### src/rtl/growl_seq_ctrl_if.sv
// Sequencer-to-core bundle for growl_seq_ctrl.
// master: control decoder / core side; slave: the sequencer itself.
interface growl_seq_ctrl_if #(
  parameter int unsigned VEC_W = 5,
  parameter int unsigned PC_W  = 16
) ();
  // Core -> sequencer
  logic             hold;
  logic [1:0]       c_next_state;
  logic             c_skip;
  logic             skip_cond;
  logic             next_two_word;
  logic             irq_req;
  logic [VEC_W-1:0] irq_vec;
  logic             sreg_i;
  logic             reti_done;
  logic [PC_W-1:0]  pc_cur;
  // Sequencer -> core
  logic [1:0]       state;
  logic             squash;
  logic             irq_ack;
  logic             irq_busy;
  logic             push_en;
  logic [7:0]       push_data;
  logic             pc_load;
  logic [PC_W-1:0]  pc_target;
  logic             clr_i;

  modport master (
    output hold, c_next_state, c_skip, skip_cond, next_two_word,
           irq_req, irq_vec, sreg_i, reti_done, pc_cur,
    input  state, squash, irq_ack, irq_busy, push_en, push_data,
           pc_load, pc_target, clr_i
  );

  modport slave (
    input  hold, c_next_state, c_skip, skip_cond, next_two_word,
           irq_req, irq_vec, sreg_i, reti_done, pc_cur,
    output state, squash, irq_ack, irq_busy, push_en, push_data,
           pc_load, pc_target, clr_i
  );
endinterface

### src/rtl/growl_seq_ctrl.sv
// Multi-cycle sequencer for the growl core: owns the instruction-phase register,
// squashes skipped words and inserts the 3-cycle interrupt entry sequence.
// Optional macro GROWL_RETI_GUARD_EN: forces one main-program instruction
// between RETI and the next interrupt entry.
module growl_seq_ctrl #(
  parameter int unsigned VEC_W    = 5,
  parameter int unsigned PC_W     = 16,
  parameter int unsigned VEC_BASE = 0
) (
  input  logic            clk,
  input  logic            rst,
  growl_seq_ctrl_if.slave bus
);

  typedef enum logic [2:0] {
    StRun,
    StSkip1,
    StSkip2,
    StIrqLo,
    StIrqHi,
    StIrqJmp
  } fsm_e;

  fsm_e             r_fsm, w_fsm_nxt;
  logic [1:0]       r_state, w_state_nxt;
  logic [PC_W-1:0]  r_pc, w_pc_nxt;
  logic [VEC_W-1:0] r_vec, w_vec_nxt;

  logic             w_boundary;
  logic             w_irq_allowed;
  logic [15:0]      w_pc_ext;
  logic [PC_W-1:0]  w_vec_addr;

  logic             w_squash, w_irq_ack, w_irq_busy, w_push_en, w_pc_load, w_clr_i;
  logic [7:0]       w_push_data;
  logic [PC_W-1:0]  w_pc_target;

  assign w_boundary = (bus.c_next_state == 2'd0);
  // Return PC widened/narrowed to two bytes; bits above PC_W read as zero.
  assign w_pc_ext   = 16'(r_pc);
  assign w_vec_addr = PC_W'(VEC_BASE) + (PC_W'(r_vec) << 1);

`ifdef GROWL_RETI_GUARD_EN
  logic r_guard, w_guard_nxt;

  // A coincident reti_done also blocks entry so the guard is never bypassed.
  assign w_irq_allowed = ~(r_guard | bus.reti_done);

  // Guard sets on RETI completion and clears at the next boundary taken in RUN.
  always_comb begin
    w_guard_nxt = r_guard;
    if (!bus.hold) begin
      if (r_fsm == StRun && w_boundary) w_guard_nxt = 1'b0;
      if (bus.reti_done)                w_guard_nxt = 1'b1;
    end
  end

  // Guard flag register.
  always_ff @(posedge clk or posedge rst) begin
    if (rst) r_guard <= 1'b0;
    else     r_guard <= w_guard_nxt;
  end
`else
  assign w_irq_allowed = 1'b1;
`endif

  // Next-state and output decode; hold freezes state and suppresses pulses.
  always_comb begin
    w_fsm_nxt   = r_fsm;
    w_state_nxt = r_state;
    w_pc_nxt    = r_pc;
    w_vec_nxt   = r_vec;
    w_squash    = 1'b0;
    w_irq_ack   = 1'b0;
    w_irq_busy  = 1'b0;
    w_push_en   = 1'b0;
    w_push_data = 8'h00;
    w_pc_load   = 1'b0;
    w_pc_target = '0;
    w_clr_i     = 1'b0;

    unique case (r_fsm)
      StRun: begin
        w_state_nxt = bus.c_next_state;
        if (w_boundary) begin
          // Skip wins; a pending interrupt is retried at the post-skip boundary.
          if (bus.c_skip && bus.skip_cond) begin
            w_fsm_nxt = StSkip1;
          end else if (bus.irq_req && bus.sreg_i && w_irq_allowed) begin
            w_fsm_nxt = StIrqLo;
            w_pc_nxt  = bus.pc_cur;
            w_vec_nxt = bus.irq_vec;
            w_irq_ack = 1'b1;
          end
        end
      end
      StSkip1: begin
        w_squash    = 1'b1;
        w_state_nxt = 2'd0;
        w_fsm_nxt   = bus.next_two_word ? StSkip2 : StRun;
      end
      StSkip2: begin
        w_squash    = 1'b1;
        w_state_nxt = 2'd0;
        w_fsm_nxt   = StRun;
      end
      StIrqLo: begin
        w_squash    = 1'b1;
        w_irq_busy  = 1'b1;
        w_push_en   = 1'b1;
        w_push_data = w_pc_ext[7:0];
        w_state_nxt = 2'd0;
        w_fsm_nxt   = StIrqHi;
      end
      StIrqHi: begin
        w_squash    = 1'b1;
        w_irq_busy  = 1'b1;
        w_push_en   = 1'b1;
        w_push_data = w_pc_ext[15:8];
        w_state_nxt = 2'd0;
        w_fsm_nxt   = StIrqJmp;
      end
      StIrqJmp: begin
        w_squash    = 1'b1;
        w_irq_busy  = 1'b1;
        w_pc_load   = 1'b1;
        w_clr_i     = 1'b1;
        w_pc_target = w_vec_addr;
        w_state_nxt = 2'd0;
        w_fsm_nxt   = StRun;
      end
      default: begin
        w_state_nxt = 2'd0;
        w_fsm_nxt   = StRun;
      end
    endcase

    if (bus.hold) begin
      w_fsm_nxt   = r_fsm;
      w_state_nxt = r_state;
      w_pc_nxt    = r_pc;
      w_vec_nxt   = r_vec;
      w_irq_ack   = 1'b0;
      w_push_en   = 1'b0;
      w_pc_load   = 1'b0;
      w_clr_i     = 1'b0;
    end
    // irq_ack is decoded from live inputs, so keep it quiet while in reset.
    if (rst) w_irq_ack = 1'b0;
  end

  // Sequencer state registers; reset aborts any entry sequence immediately.
  always_ff @(posedge clk or posedge rst) begin
    if (rst) begin
      r_fsm   <= StRun;
      r_state <= 2'd0;
      r_pc    <= '0;
      r_vec   <= '0;
    end else begin
      r_fsm   <= w_fsm_nxt;
      r_state <= w_state_nxt;
      r_pc    <= w_pc_nxt;
      r_vec   <= w_vec_nxt;
    end
  end

  assign bus.state     = r_state;
  assign bus.squash    = w_squash;
  assign bus.irq_ack   = w_irq_ack;
  assign bus.irq_busy  = w_irq_busy;
  assign bus.push_en   = w_push_en;
  assign bus.push_data = w_push_data;
  assign bus.pc_load   = w_pc_load;
  assign bus.pc_target = w_pc_target;
  assign bus.clr_i     = w_clr_i;

endmodule

### src/flat_wrapper.sv
// flat-port wrapper written by rule: the top's interface ports become plain ports
module growl_seq_ctrl_flat 
#(
  parameter int unsigned VEC_W    = 5,
  parameter int unsigned PC_W     = 16,
  parameter int unsigned VEC_BASE = 0
)
  (clk, rst, bus_hold, bus_c_next_state, bus_c_skip, bus_skip_cond, bus_next_two_word, bus_irq_req, bus_irq_vec, bus_sreg_i, bus_reti_done, bus_pc_cur, bus_state, bus_squash, bus_irq_ack, bus_irq_busy, bus_push_en, bus_push_data, bus_pc_load, bus_pc_target, bus_clr_i);
  growl_seq_ctrl_if #(.VEC_W(VEC_W), .PC_W(PC_W)) bus_i ();
  input  logic clk;
  input  logic rst;
  input wire logic [$bits(bus_i.hold)-1:0] bus_hold;
  input wire logic [$bits(bus_i.c_next_state)-1:0] bus_c_next_state;
  input wire logic [$bits(bus_i.c_skip)-1:0] bus_c_skip;
  input wire logic [$bits(bus_i.skip_cond)-1:0] bus_skip_cond;
  input wire logic [$bits(bus_i.next_two_word)-1:0] bus_next_two_word;
  input wire logic [$bits(bus_i.irq_req)-1:0] bus_irq_req;
  input wire logic [$bits(bus_i.irq_vec)-1:0] bus_irq_vec;
  input wire logic [$bits(bus_i.sreg_i)-1:0] bus_sreg_i;
  input wire logic [$bits(bus_i.reti_done)-1:0] bus_reti_done;
  input wire logic [$bits(bus_i.pc_cur)-1:0] bus_pc_cur;
  output wire logic [$bits(bus_i.state)-1:0] bus_state;
  output wire logic [$bits(bus_i.squash)-1:0] bus_squash;
  output wire logic [$bits(bus_i.irq_ack)-1:0] bus_irq_ack;
  output wire logic [$bits(bus_i.irq_busy)-1:0] bus_irq_busy;
  output wire logic [$bits(bus_i.push_en)-1:0] bus_push_en;
  output wire logic [$bits(bus_i.push_data)-1:0] bus_push_data;
  output wire logic [$bits(bus_i.pc_load)-1:0] bus_pc_load;
  output wire logic [$bits(bus_i.pc_target)-1:0] bus_pc_target;
  output wire logic [$bits(bus_i.clr_i)-1:0] bus_clr_i;
  assign bus_i.hold = bus_hold;
  assign bus_i.c_next_state = bus_c_next_state;
  assign bus_i.c_skip = bus_c_skip;
  assign bus_i.skip_cond = bus_skip_cond;
  assign bus_i.next_two_word = bus_next_two_word;
  assign bus_i.irq_req = bus_irq_req;
  assign bus_i.irq_vec = bus_irq_vec;
  assign bus_i.sreg_i = bus_sreg_i;
  assign bus_i.reti_done = bus_reti_done;
  assign bus_i.pc_cur = bus_pc_cur;
  assign bus_state = bus_i.state;
  assign bus_squash = bus_i.squash;
  assign bus_irq_ack = bus_i.irq_ack;
  assign bus_irq_busy = bus_i.irq_busy;
  assign bus_push_en = bus_i.push_en;
  assign bus_push_data = bus_i.push_data;
  assign bus_pc_load = bus_i.pc_load;
  assign bus_pc_target = bus_i.pc_target;
  assign bus_clr_i = bus_i.clr_i;
  growl_seq_ctrl #(.VEC_W(VEC_W), .PC_W(PC_W), .VEC_BASE(VEC_BASE)) u_core (.clk(clk), .rst(rst), .bus(bus_i));
endmodule
### config.mk
export PLATFORM = sky130hd
export DESIGN_NAME = growl_seq_ctrl_flat
export DESIGN_NICKNAME = d
export VERILOG_FILES = /design/src/rtl/growl_seq_ctrl_if.sv /design/src/rtl/growl_seq_ctrl.sv /design/src/flat_wrapper.sv
export SDC_FILE = /design/constraint.sdc
export NUM_CORES = 1
export LEC_CHECK = 0
export CORE_ASPECT_RATIO = 1.5
export CORE_MARGIN = 5
export CORE_UTILIZATION = 37
export DETAILED_ROUTE_END_ITERATION = 8
export HOLD_SLACK_MARGIN = 0.15
export PLACE_DENSITY_LB_ADDON = 0.1
export SLEW_MARGIN = 20
export SYNTH_ARGS = -nofsm -noshare
export SYNTH_HDL_FRONTEND = slang
export SYNTH_SLANG_ARGS = --single-unit
### constraint.sdc
create_clock -name clk -period 1.49 [get_ports clk]
set_input_delay 0.149 -clock clk [delete_from_list [all_inputs] [get_ports clk]]
set_output_delay 0.149 -clock clk [all_outputs]
set_load 0.05 [all_outputs]
==> results.rst, run 1 <==
.. list-table::
   :header-rows: 1

   * - Metric
     - Value
   * - Post-Synthesis Cell Area
     - 0.00140 mm²
   * - Endpoint required time on the critical path
     - 1.34 ns
   * - Arr. time, crit path
     - 1.52 ns
   * - Start-to-end type of the worst setup path
     - flop to output pin
   * - Die extent in x
     - 60.3 µm
   * - RSZ-0062 raised after global routing
     - yes
   * - Cells after synthesis
     - 114
   * - Sequential element share of the synthesized area
     - 46.3%
   * - Reg-to-reg critical path endpoint
     - u_core.r_pc[2]
   * - Initial Utilization
     - 38.1%
   * - Final cycle utilization of the critical path
     - 112%
   * - Count of clock tree sinks
     - 26
   * - Starting DRC count in detailed routing
     - 16
   * - Cells along the critical path
     - nor4_4 -> nand3_4 -> buf_12 -> nor2_4 -> buf_12
   * - Area Overhead vs Synth
     - 75.7%
   * - Final max-slew violation count
     - 0
   * - Number of DRC violations after detailed routing
     - 0
   * - Time the final worst path needs with I/O delays and setup
     - 1.67 ns
   * - Hold-fix buffers at CTS
     - 0
   * - TritonCTS buffer count
     - 3
   * - Mean number of vias per cell
     - 4.88
   * - Leakage
     - 1.15 nW
   * - Average cell area after synthesis
     - 12.3 µm²
   * - Setup WS pre-CTS
     - -0.302 ns
   * - Clock edge transition at the registers on the reported setup and hold paths
     - 0.09 ns
   * - Maximum number of pins on one net before global-route repair
     - 16
   * - Dominant delay contributor by cell family on the critical path
     - simple AND/OR/NAND/NOR gates
   * - Hold Path Class
     - primary input to async pin
   * - Wirelength per Cell
     - 16.5 µm
   * - Nets@finish
     - 215
   * - Synth area leader
     - dfrtp_1
   * - Antenna diode count
     - 0
   * - Later-pin clock latency in the skew report
     - 0.27 ns
   * - Number of global-route vias before repair
     - 1250
   * - Launch point of the worst reg-to-reg path
     - u_core.r_fsm[2]
   * - Area of the core
     - 0.00368 mm²
   * - Gpl congestion
     - 0.809
   * - Worst VDD drop
     - 1.10 mV
   * - WHS
     - 0.238 ns
   * - Capturing element type of the critical path
     - output pin
   * - Vias after detailed routing
     - 1098
   * - All-layer global routing usage
     - 15.8%
   * - Fraction of synthesized cell area taken by the top area cell type
     - 46.3%
   * - Detailed Route WL
     - 3710 µm
   * - Maximum clock skew at final layout
     - 0.00867 ns
   * - Power per cell area
     - 1500 mW/mm²
   * - Clk root buf
     - clkbuf_8
   * - CTS H-Tree Depth
     - 1
   * - Post-DP Area
     - 0.00221 mm²
   * - Dominant cells by area after synthesis
     - dfrtp_1 (46%), mux2_4 (20%), a22o_1 (6.9%)
   * - Sum of overflow across all layers after global routing
     - 0
   * - Number of cells in the finished layout apart from fillers
     - 225
   * - Crit path top cell by count
     - buf_12
   * - Half-perimeter wire length of the detailed placement result
     - 2640 µm
   * - Clock tree from TritonCTS
     - yes
   * - Worst Path Max Fanout
     - 2
   * - Result of the run
     - finished with violations
   * - Max Buffers Root-to-Sink
     - 2
   * - Reg2Reg Setup Slack
     - -0.16 ns
   * - Number of antenna violations at the first check in global routing
     - 0
   * - Element type at the critical path start
     - flop
   * - Number of max-cap violations
     - 0
   * - Buffering stage count on the worst path with inverters included
     - 2
   * - Final worst slack
     - -0.181 ns
   * - Cell count of the worst reg-to-reg path
     - 5
   * - Count of standard-cell rows
     - 27
   * - Fill count
     - 279
   * - Global-route wire length before repair
     - 6150 µm
   * - Total of flip-flops plus latches after synthesis
     - 26
   * - Count of synthesis-stage warnings from yosys
     - 0
   * - Fraction of final layout cells with drive strength greater than 1
     - 53.3%
   * - Buffers added on ports
     - 51
   * - Number of routed nets with antenna violations
     - 0
   * - Dpl cells
     - 214
   * - Cell with the largest stage delay on the worst path
     - dfrtp_2
   * - Top Ports
     - 64
   * - Crit-path max cell delay
     - 0.43 ns
   * - Number of distinct standard cells referenced by the synthesized netlist
     - 23
   * - Final-report hold violation count
     - 0
   * - Final setup violation count
     - 40
   * - Die ar.
     - 0.00515 mm²
   * - Die Span Y
     - 85.4 µm
   * - Violations in the final reports
     - negative setup slack
   * - First-pass iteration count of the detailed router
     - 4
   * - Cell area after layout
     - 0.00247 mm²
   * - Highest clock frequency the design can meet
     - 599 MHz
==> cell type report <==
type / count / area (µm²) / share of cell area [%]
clock buffers: 3 / 41.3 / 1.67
clock inverters: 1 / 30.0 / 1.22
inverters: 2 / 7.51 / 0.304
multi-input cells: 78 / 766 / 31.1
flip-flops and latches: 26 / 654 / 26.5
well taps: 43 / 53.8 / 2.18
repair buffers: 72 / 913 / 37.0
==> timing repair <==
action                                  CTS  global route
buffers inserted                          5             0
pin swaps                                 7             2
endpoints found under the hold margin     0             0
resized for setup                        18             9
endpoints found under the setup margin   40            40
cloned                                    2             0
==> metrics by stage <==
step / setup TNS, ns / utilization [%] / power, mW
final: -4.56 / 67.0 / 3.69
after CTS: -5.08 / 66.2 / 3.65
after floorplan: -1.07 / - / 2.27
after global placement: -6.19 / 59.9 / 2.86
after global routing: -7.42 / 67.0 / 3.87
after detailed placement: -6.76 / 59.9 / 2.90
==> worst max-delay path by stage <==
stage,start,endpoint,slack [ns],cells after the start
6_report,u_core.r_fsm[2],bus_irq_ack,-0.18,5
5_1_grt,u_core.r_fsm[2],bus_irq_ack,-0.26,5
4_1_cts,u_core.r_fsm[2],bus_irq_ack,-0.19,5
3_5_place_dp,bus_sreg_i,u_core.r_pc[4],-0.30,6
3_3_place_gp,bus_sreg_i,u_core.r_pc[13],-0.26,6
2_1_floorplan,u_core.r_fsm[1],bus_pc_load,-0.10,4
==> per-layer routing <==
layer | GRT usage, % | wire, µm | vias up
met2 | 28.3 | 2110 | 35
li1 | - | - | 515
met4 | 6.65 | 79 | 0
met3 | 2.44 | 188 | 6
met5 | 0 | 0 | -
met1 | 17.8 | 1330 | 542
==> cells by family (layout without fill, tap and decap cells) <==
family | Yosys count | after routing | share of synthesized area, %
mux | 21 | 21 | 21.9
simple gates | 26 | 26 | 10.9
buf+inv | 20 | 78 | 10.3
other cells | 1 | 11 | 0.267
compound gates | 20 | 20 | 10.2
flops | 26 | 26 | 46.3
==> flip-flops by register name, summed over array words and instances (netlist names) <==
name              flops
u_core.r_vec          5
u_core.bus.state      2
u_core.r_pc          16
u_core.r_fsm          3
==> power by group <==
group,switching [mW],internal (mW)
Combinational,0.887,0.994
Clock,0.221,0.359
Sequential,0.214,1.01
Total,1.32,2.37
==> cell usage in the layout (no fill, tap or decap), drive strengths merged, types with 4 or more instances in the layout <==
cell type | synthesis | final
a21oi | 4 | 4
a22o | 11 | 11
and2 | 5 | 5
buf | 17 | 42
clkdlybuf4s50 | 0 | 30
conb | 1 | 11
dfrtp | 26 | 26
mux2 | 21 | 21
nand2 | 6 | 6
nor2 | 6 | 6
o21ai | 4 | 4
==> cells in the mapped netlist <==
library cell and instances:
clkbuf_1 1, buf_4 12, buf_2 2, conb_1 1
nor4bb_1 1, a22oi_1 1, nor2_1 6, nor3_1 2
dfrtp_1 26, mux2_4 19, nand3_2 1, o21ai_0 4
nand2_1 6, or2_2 1, inv_1 2, nand2b_1 1
and2_1 5, a22o_1 11, mux2_2 2, or3_1 2
nor4_4 1, a21oi_1 4, buf_6 3
==> worst register-to-register path: cells and delay by family (launching register included) <==
family | cells | cell delay (ns)
buffers and inverters | 2 | 0.34
AND/OR/NAND/NOR | 2 | 0.45
multiplexers | 1 | 0.32
flip-flops | 1 | 0.43
Power figures use the tool's default switching activity.
==> run 2: changes to the inputs <==
SKIP_LAST_GASP = 1   (was unset)
==> run 2 against run 1 <==
The flow still finishes with violations (negative setup slack). Via count shrank 0.36%. Critical path depth is the same. Clock skew fell by 0.0015 ns. Sequential power about the same. Routed wire length decreased by 0.62%. Clock power about the same. Critical path type unchanged.
==> results.rst, run 2 (synthesized netlist as in run 1, its figures left out) <==
.. list-table::
   :header-rows: 1

   * - Metric
     - Value
   * - Result of the run
     - finished with violations
   * - Violations in the final reports
     - negative setup slack
   * - Number of DRC violations after detailed routing
     - 0
   * - Mean number of vias per cell
     - 4.86
   * - Commonest non-fill, non-tap cells in the layout
     - clkdlybuf4s50_1 (30), dfrtp_1 (23), buf_12 (20), mux2_4 (19), buf_4 (18)
   * - Setup_tns
     - -4.69 ns
   * - Dpl cells
     - 214
   * - Wirelength per Cell
     - 16.4 µm
   * - Most frequent standard cell in the layout excluding fill and tap cells
     - clkdlybuf4s50_1
   * - Detailed Route WL
     - 3690 µm
   * - Crit-path max cell delay
     - 0.43 ns
   * - Endpoint required time on the critical path
     - 1.34 ns
   * - Sum of overflow across all layers after global routing
     - 0
   * - Total power
     - 3.67 mW
   * - Cells along the critical path
     - nor4_4 -> nand3_4 -> buf_12 -> nor2_4 -> buf_12
   * - Final max-slew violation count
     - 0
   * - Time the final worst path needs with I/O delays and setup
     - 1.67 ns
   * - All-layer global routing usage
     - 15.8%
   * - RSZ-0062 raised after global routing
     - yes
   * - Fraction of final layout cells with drive strength greater than 1
     - 50.5%
   * - Global-route wire length before repair
     - 6150 µm
   * - Starting DRC count in detailed routing
     - 17
   * - Setup WS pre-CTS
     - -0.302 ns
   * - Initial Utilization
     - 38.1%
   * - Launch point of the worst reg-to-reg path
     - u_core.r_fsm[2]
   * - Final-report hold violation count
     - 0
   * - Largest reg by FF count
     - u_core.r_pc
   * - Highest clock frequency the design can meet
     - 598 MHz
   * - Number of max-cap violations
     - 0
   * - Number of global-route vias before repair
     - 1250
   * - Clock tree from TritonCTS
     - yes
   * - Max Buffers Root-to-Sink
     - 2
   * - Crit path top cell by count
     - buf_12
   * - Clock edge transition at the registers on the reported setup and hold paths
     - 0.09 ns
   * - Cell count of the worst reg-to-reg path
     - 5
   * - Cell with the largest stage delay on the worst path
     - dfrtp_2
   * - Arr. time, crit path
     - 1.52 ns
   * - CTS H-Tree Depth
     - 1
   * - Core Util, Final
     - 66.5%
   * - Buffers added on ports
     - 51
   * - Number of cells in the finished layout apart from fillers
     - 225
   * - Final worst slack
     - -0.181 ns
   * - Die extent in x
     - 60.3 µm
   * - Registers with the highest flip-flop counts
     - u_core.r_pc x16, u_core.r_vec x5, u_core.r_fsm x3
   * - Gpl congestion
     - 0.809
   * - Number of antenna violations at the first check in global routing
     - 0
   * - Hold Path Class
     - primary input to async pin
   * - Vias after detailed routing
     - 1094
   * - Number of routed nets with antenna violations
     - 0
   * - Die ar.
     - 0.00515 mm²
   * - Die Span Y
     - 85.4 µm
   * - Maximum clock skew at final layout
     - 0.00712 ns
   * - Leakage
     - 1.15 nW
   * - First-pass iteration count of the detailed router
     - 4
   * - Maximum number of pins on one net before global-route repair
     - 16
   * - Top Ports
     - 64
   * - Reg2Reg Setup Slack
     - -0.17 ns
   * - Power per cell area
     - 1500 mW/mm²
   * - Count of standard-cell rows
     - 27
   * - Start-to-end type of the worst setup path
     - flop to output pin
   * - Capturing element type of the critical path
     - output pin
   * - Worst Path Max Fanout
     - 2
   * - Worst VDD drop
     - 1.10 mV
   * - Antenna diode count
     - 0
   * - Number of flip-flops under the largest register name
     - 16
   * - Element type at the critical path start
     - flop
   * - Reg-to-reg critical path endpoint
     - u_core.r_pc[2]
   * - Final cycle utilization of the critical path
     - 112%
   * - Nets@finish
     - 215
   * - Half-perimeter wire length of the detailed placement result
     - 2640 µm
   * - Area Overhead vs Synth
     - 74.4%
   * - Count of clock tree sinks
     - 26
   * - Later-pin clock latency in the skew report
     - 0.27 ns
   * - Fill count
     - 276
   * - Clk root buf
     - clkbuf_8
   * - Final setup violation count
     - 40
   * - Area of the core
     - 0.00368 mm²
   * - TritonCTS buffer count
     - 3
==> run 2: cell counts in the layout (fill, tap and decap cells not counted) <==
No cell type changed its count.
==> run 2: how the worst max path moves through the flow <==
stage	to	slack (ns)	start	depth (start not counted)
6_report	bus_irq_ack	-0.18	u_core.r_fsm[2]	5
5_1_grt	bus_irq_ack	-0.26	u_core.r_fsm[2]	5
3_3_place_gp	u_core.r_pc[13]	-0.26	bus_sreg_i	6
2_1_floorplan	bus_pc_load	-0.10	u_core.r_fsm[1]	4
4_1_cts	bus_irq_ack	-0.19	u_core.r_fsm[2]	5
3_5_place_dp	u_core.r_pc[4]	-0.30	bus_sreg_i	6
==> run 2: layout make-up <==
cell class              instances  area, µm²  share of cell area [%]
clock buffers                   3       41.3                    1.69
clock inverters                 1       30.0                    1.23
inverters                       2       7.51                   0.307
multi-input cells              78        748                    30.6
flip-flops and latches         26        654                    26.7
well taps                      43       53.8                    2.20
repair buffers                 72        913                    37.3
==> run 2: power by group <==
| group | internal, mW | switching (mW) | total (mW) |
|---|---|---|---|
| sequential | 1.01 | 0.209 | 1.22 |
| combinational | 0.991 | 0.881 | 1.87 |
| clock | 0.359 | 0.218 | 0.578 |
==> run 2: what timing repair did <==
item                       CTS  global route
setup buffers                5             0
setup endpoints to repair   40            40
cloned                       2             0
hold endpoints to repair     0             0
resized for setup           18             3
pin swaps                    7             2
hold buffers                 0             0
==> run 2: through the flow <==
stage	hold slack (ns)	instance area, µm²
CTS	0.246	2440
finish	0.240	2450
detailed placement	0.485	2210
global placement	0.486	2210
floorplan	0.189	1490
global route	0.261	2450
==> run 2: critical path: cells and delay by family (launching register included) <==
kind	cells	cell delay, ns
AND/OR/NAND/NOR	3	0.54
buffers and inverters	2	0.28
flip-flops	1	0.43
==> run 2: layer usage <==
| metal | vias up | track usage, % | part of all wire, % |
|---|---|---|---|
| li1 | 514 | - | - |
| met1 | 537 | 17.8 | 36 |
| met2 | 37 | 28.3 | 57 |
| met4 | 0 | 6.65 | 2.1 |
| met3 | 6 | 2.44 | 5.2 |
| met5 | - | 0 | 0 |
==> run 3: changes to the inputs <==
CORE_UTILIZATION = 41   (was 37)
GPL_ROUTABILITY_DRIVEN = 0   (was unset)
MAX_ROUTING_LAYER = met4   (was unset)
clock period = 1.7 ns   (was 1.49 ns; I/O delays follow)
==> run 3 against run 2 <==
Largest power group unchanged. Sequential share of layout area shrank 0.47 points. Clock skew fell by 0.0034 ns. Non-clock buffer count is 2 lower. Final cell count decreased by 1.3%. Critical endpoint unchanged. Register-to-register slack improved by 0.16 ns. The run still ends with negative setup slack left. First-iteration DRC count decreased by 5.9%. Worst setup slack better by 0.11 ns. Design area grew 1.6%.
==> results.rst, run 3 (synthesized netlist as in run 1, its figures left out) <==
.. list-table::
   :header-rows: 1

   * - Metric
     - Value
   * - Commonest non-fill, non-tap cells in the layout
     - clkdlybuf4s50_1 (28), dfrtp_1 (24), buf_12 (20), mux2_4 (19), buf_4 (13)
   * - Most frequent standard cell in the layout excluding fill and tap cells
     - clkdlybuf4s50_1
   * - Endpoint of the worst setup timing path
     - bus_irq_ack
   * - First-pass iteration count of the detailed router
     - 3
   * - Nets@finish
     - 213
   * - Element type at the critical path start
     - flop
   * - Wirelength per Cell
     - 17.7 µm
   * - Core Util, Final
     - 74.2%
   * - Later-pin clock latency in the skew report
     - 0.27 ns
   * - Final worst slack
     - -0.0696 ns
   * - Clk root buf
     - clkbuf_8
   * - Die extent in x
     - 57.8 µm
   * - Number of DRC violations after detailed routing
     - 0
   * - Largest reg by FF count
     - u_core.r_pc
   * - Reg-to-reg critical path endpoint
     - u_core.r_pc[14]
   * - CTS H-Tree Depth
     - 1
   * - Hold Path Class
     - primary input to async pin
   * - Launch point of the worst reg-to-reg path
     - u_core.r_fsm[0]
   * - Setup_tns
     - -0.186 ns
   * - Cell count along the critical path
     - 5
   * - Cells along the critical path
     - nor4_4 -> nand3_4 -> buf_12 -> nor2_4 -> buf_12
   * - Crit path top cell by count
     - buf_12
   * - Global-route wire length before repair
     - 5780 µm
   * - Clock edge transition at the registers on the reported setup and hold paths
     - 0.09 ns
   * - Setup WS pre-CTS
     - -0.202 ns
   * - Registers with the highest flip-flop counts
     - u_core.r_pc x16, u_core.r_vec x5, u_core.r_fsm x3
   * - Buffers added on ports
     - 51
   * - Vias after detailed routing
     - 1094
   * - Maximum clock skew at final layout
     - 0.00376 ns
   * - Time the final worst path needs with I/O delays and setup
     - 1.77 ns
   * - Fill count
     - 219
   * - Starting DRC count in detailed routing
     - 16
   * - Capturing element type of the critical path
     - output pin
   * - Buffering stage count on the worst path with inverters included
     - 2
   * - Transition time at the pin with the least slew margin
     - 0.502 ns
   * - Number of antenna violations at the first check in global routing
     - 0
   * - Antenna diode count
     - 0
   * - Number of routed nets with antenna violations
     - 0
   * - Number of flip-flops under the largest register name
     - 16
   * - Die Span Y
     - 81.7 µm
   * - Final-report hold violation count
     - 0
   * - Clock tree from TritonCTS
     - yes
   * - Maximum number of pins on one net before global-route repair
     - 27
   * - Fraction of final layout cells with drive strength greater than 1
     - 47.8%
   * - Number of max-cap violations
     - 0
   * - Dominant delay contributor by cell family on the critical path
     - simple AND/OR/NAND/NOR gates
   * - Final setup violation count
     - 11
   * - Start-to-end type of the worst setup path
     - flop to output pin
   * - Initial Utilization
     - 41.9%
   * - Result of the run
     - finished with violations
   * - Max Buffers Root-to-Sink
     - 2
   * - Count of clock tree sinks
     - 26
   * - Remaining max-slew budget at the tightest pin
     - 66.4%
   * - Arr. time, crit path
     - 1.60 ns
   * - Reg2Reg Setup Slack
     - -0.01 ns
   * - Total power
     - 3.32 mW
   * - Mean number of vias per cell
     - 4.93
   * - TritonCTS buffer count
     - 3
   * - Cell with the largest stage delay on the worst path
     - dfrtp_1
   * - Worst VDD drop
     - 0.904 mV
   * - Die ar.
     - 0.00472 mm²
   * - Sum of overflow across all layers after global routing
     - 0
   * - RSZ-0062 raised after global routing
     - yes
   * - Crit-path max cell delay
     - 0.44 ns
   * - Detailed Route WL
     - 3920 µm
   * - Leakage
     - 1.21 nW
   * - All-layer global routing usage
     - 16.7%
   * - Power per cell area
     - 1330 mW/mm²
   * - Number of global-route vias before repair
     - 1198
   * - Worst Path Max Fanout
     - 2
   * - Final max-slew violation count
     - 0
   * - Highest clock frequency the design can meet
     - 565 MHz
   * - Final cycle utilization of the critical path
     - 104%
   * - Area Overhead vs Synth
     - 77.2%
   * - Critical Path Start
     - u_core.r_fsm[0]
   * - Cell count of the worst reg-to-reg path
     - 5
   * - Count of standard-cell rows
     - 26
   * - Top Ports
     - 64
   * - Area of the core
     - 0.00335 mm²
   * - Violations in the final reports
     - negative setup slack
   * - Endpoint required time on the critical path
     - 1.53 ns
   * - Half-perimeter wire length of the detailed placement result
     - 2600 µm
run 3: cell count changes in the layout (fill, tap and decap cells not counted), sizes merged:
cell,previous run,this run
buf,42,38
dlygate4sd2,0,3
clkdlybuf4s50,30,28
bufbuf,0,1
run 3: per-stage QoR:
step	std cells	hold WS (ns)	cell area (µm²)
floorplan	124	0.210	1460
global placement	210	0.482	2170
detailed placement	210	0.488	2170
CTS	220	0.348	2340
global route	222	0.374	2490
finish	222	0.342	2490
run 3: layout make-up:
cell class	instances	area (µm²)	area share (%)
timing repair buffer	70	901	36.2
clock inverter	1	30.0	1.21
tap	42	52.6	2.11
clock buffer	3	41.3	1.66
multi-input combinational	78	802	32.2
sequential	26	653	26.3
inverter	2	7.51	0.302
run 3: layer usage:
metal	track usage, %	up-vias	share of wire, %
met3	2.52	2	4.3
met1	17.5	551	36
met2	31.4	30	59
met4	5.34	0	0.38
li1	-	511	-
met5	-	-	0
run 3: worst min path at each step:
stage / start / to / slack (ns) / cells past startpoint
2_1_floorplan: rst / u_core.bus.state[0] / 0.21 / 1
5_1_grt: rst / u_core.r_vec[0] / 0.37 / 3
3_5_place_dp: u_core.r_vec[4] / u_core.r_vec[4] / 0.49 / 1
3_3_place_gp: u_core.r_vec[2] / u_core.r_vec[2] / 0.48 / 1
6_report: rst / u_core.r_vec[0] / 0.34 / 3
4_1_cts: rst / u_core.r_vec[0] / 0.35 / 3
run 3: worst reg2reg max path: cells and delay by family (launching register included):
family	cells	cell delay, ns
flops	1	0.44
simple gates	2	0.51
buf+inv	2	0.34
mux	1	0.31
run 3: what timing repair did:
action	in CTS	in global routing
endpoints found under the setup margin	17	30
pin swaps	12	6
gates cloned	1	0
setup buffers	5	2
hold buffers	0	0
gates resized for setup	9	26
run 3: report_power, final:
part / switching, mW / leakage (nW) / internal [mW] / total (mW)
registers: 0.215 / 0.331 / 0.888 / 1.10
logic: 0.802 / 0.839 / 0.907 / 1.71
clock network: 0.192 / 0.0357 / 0.315 / 0.507
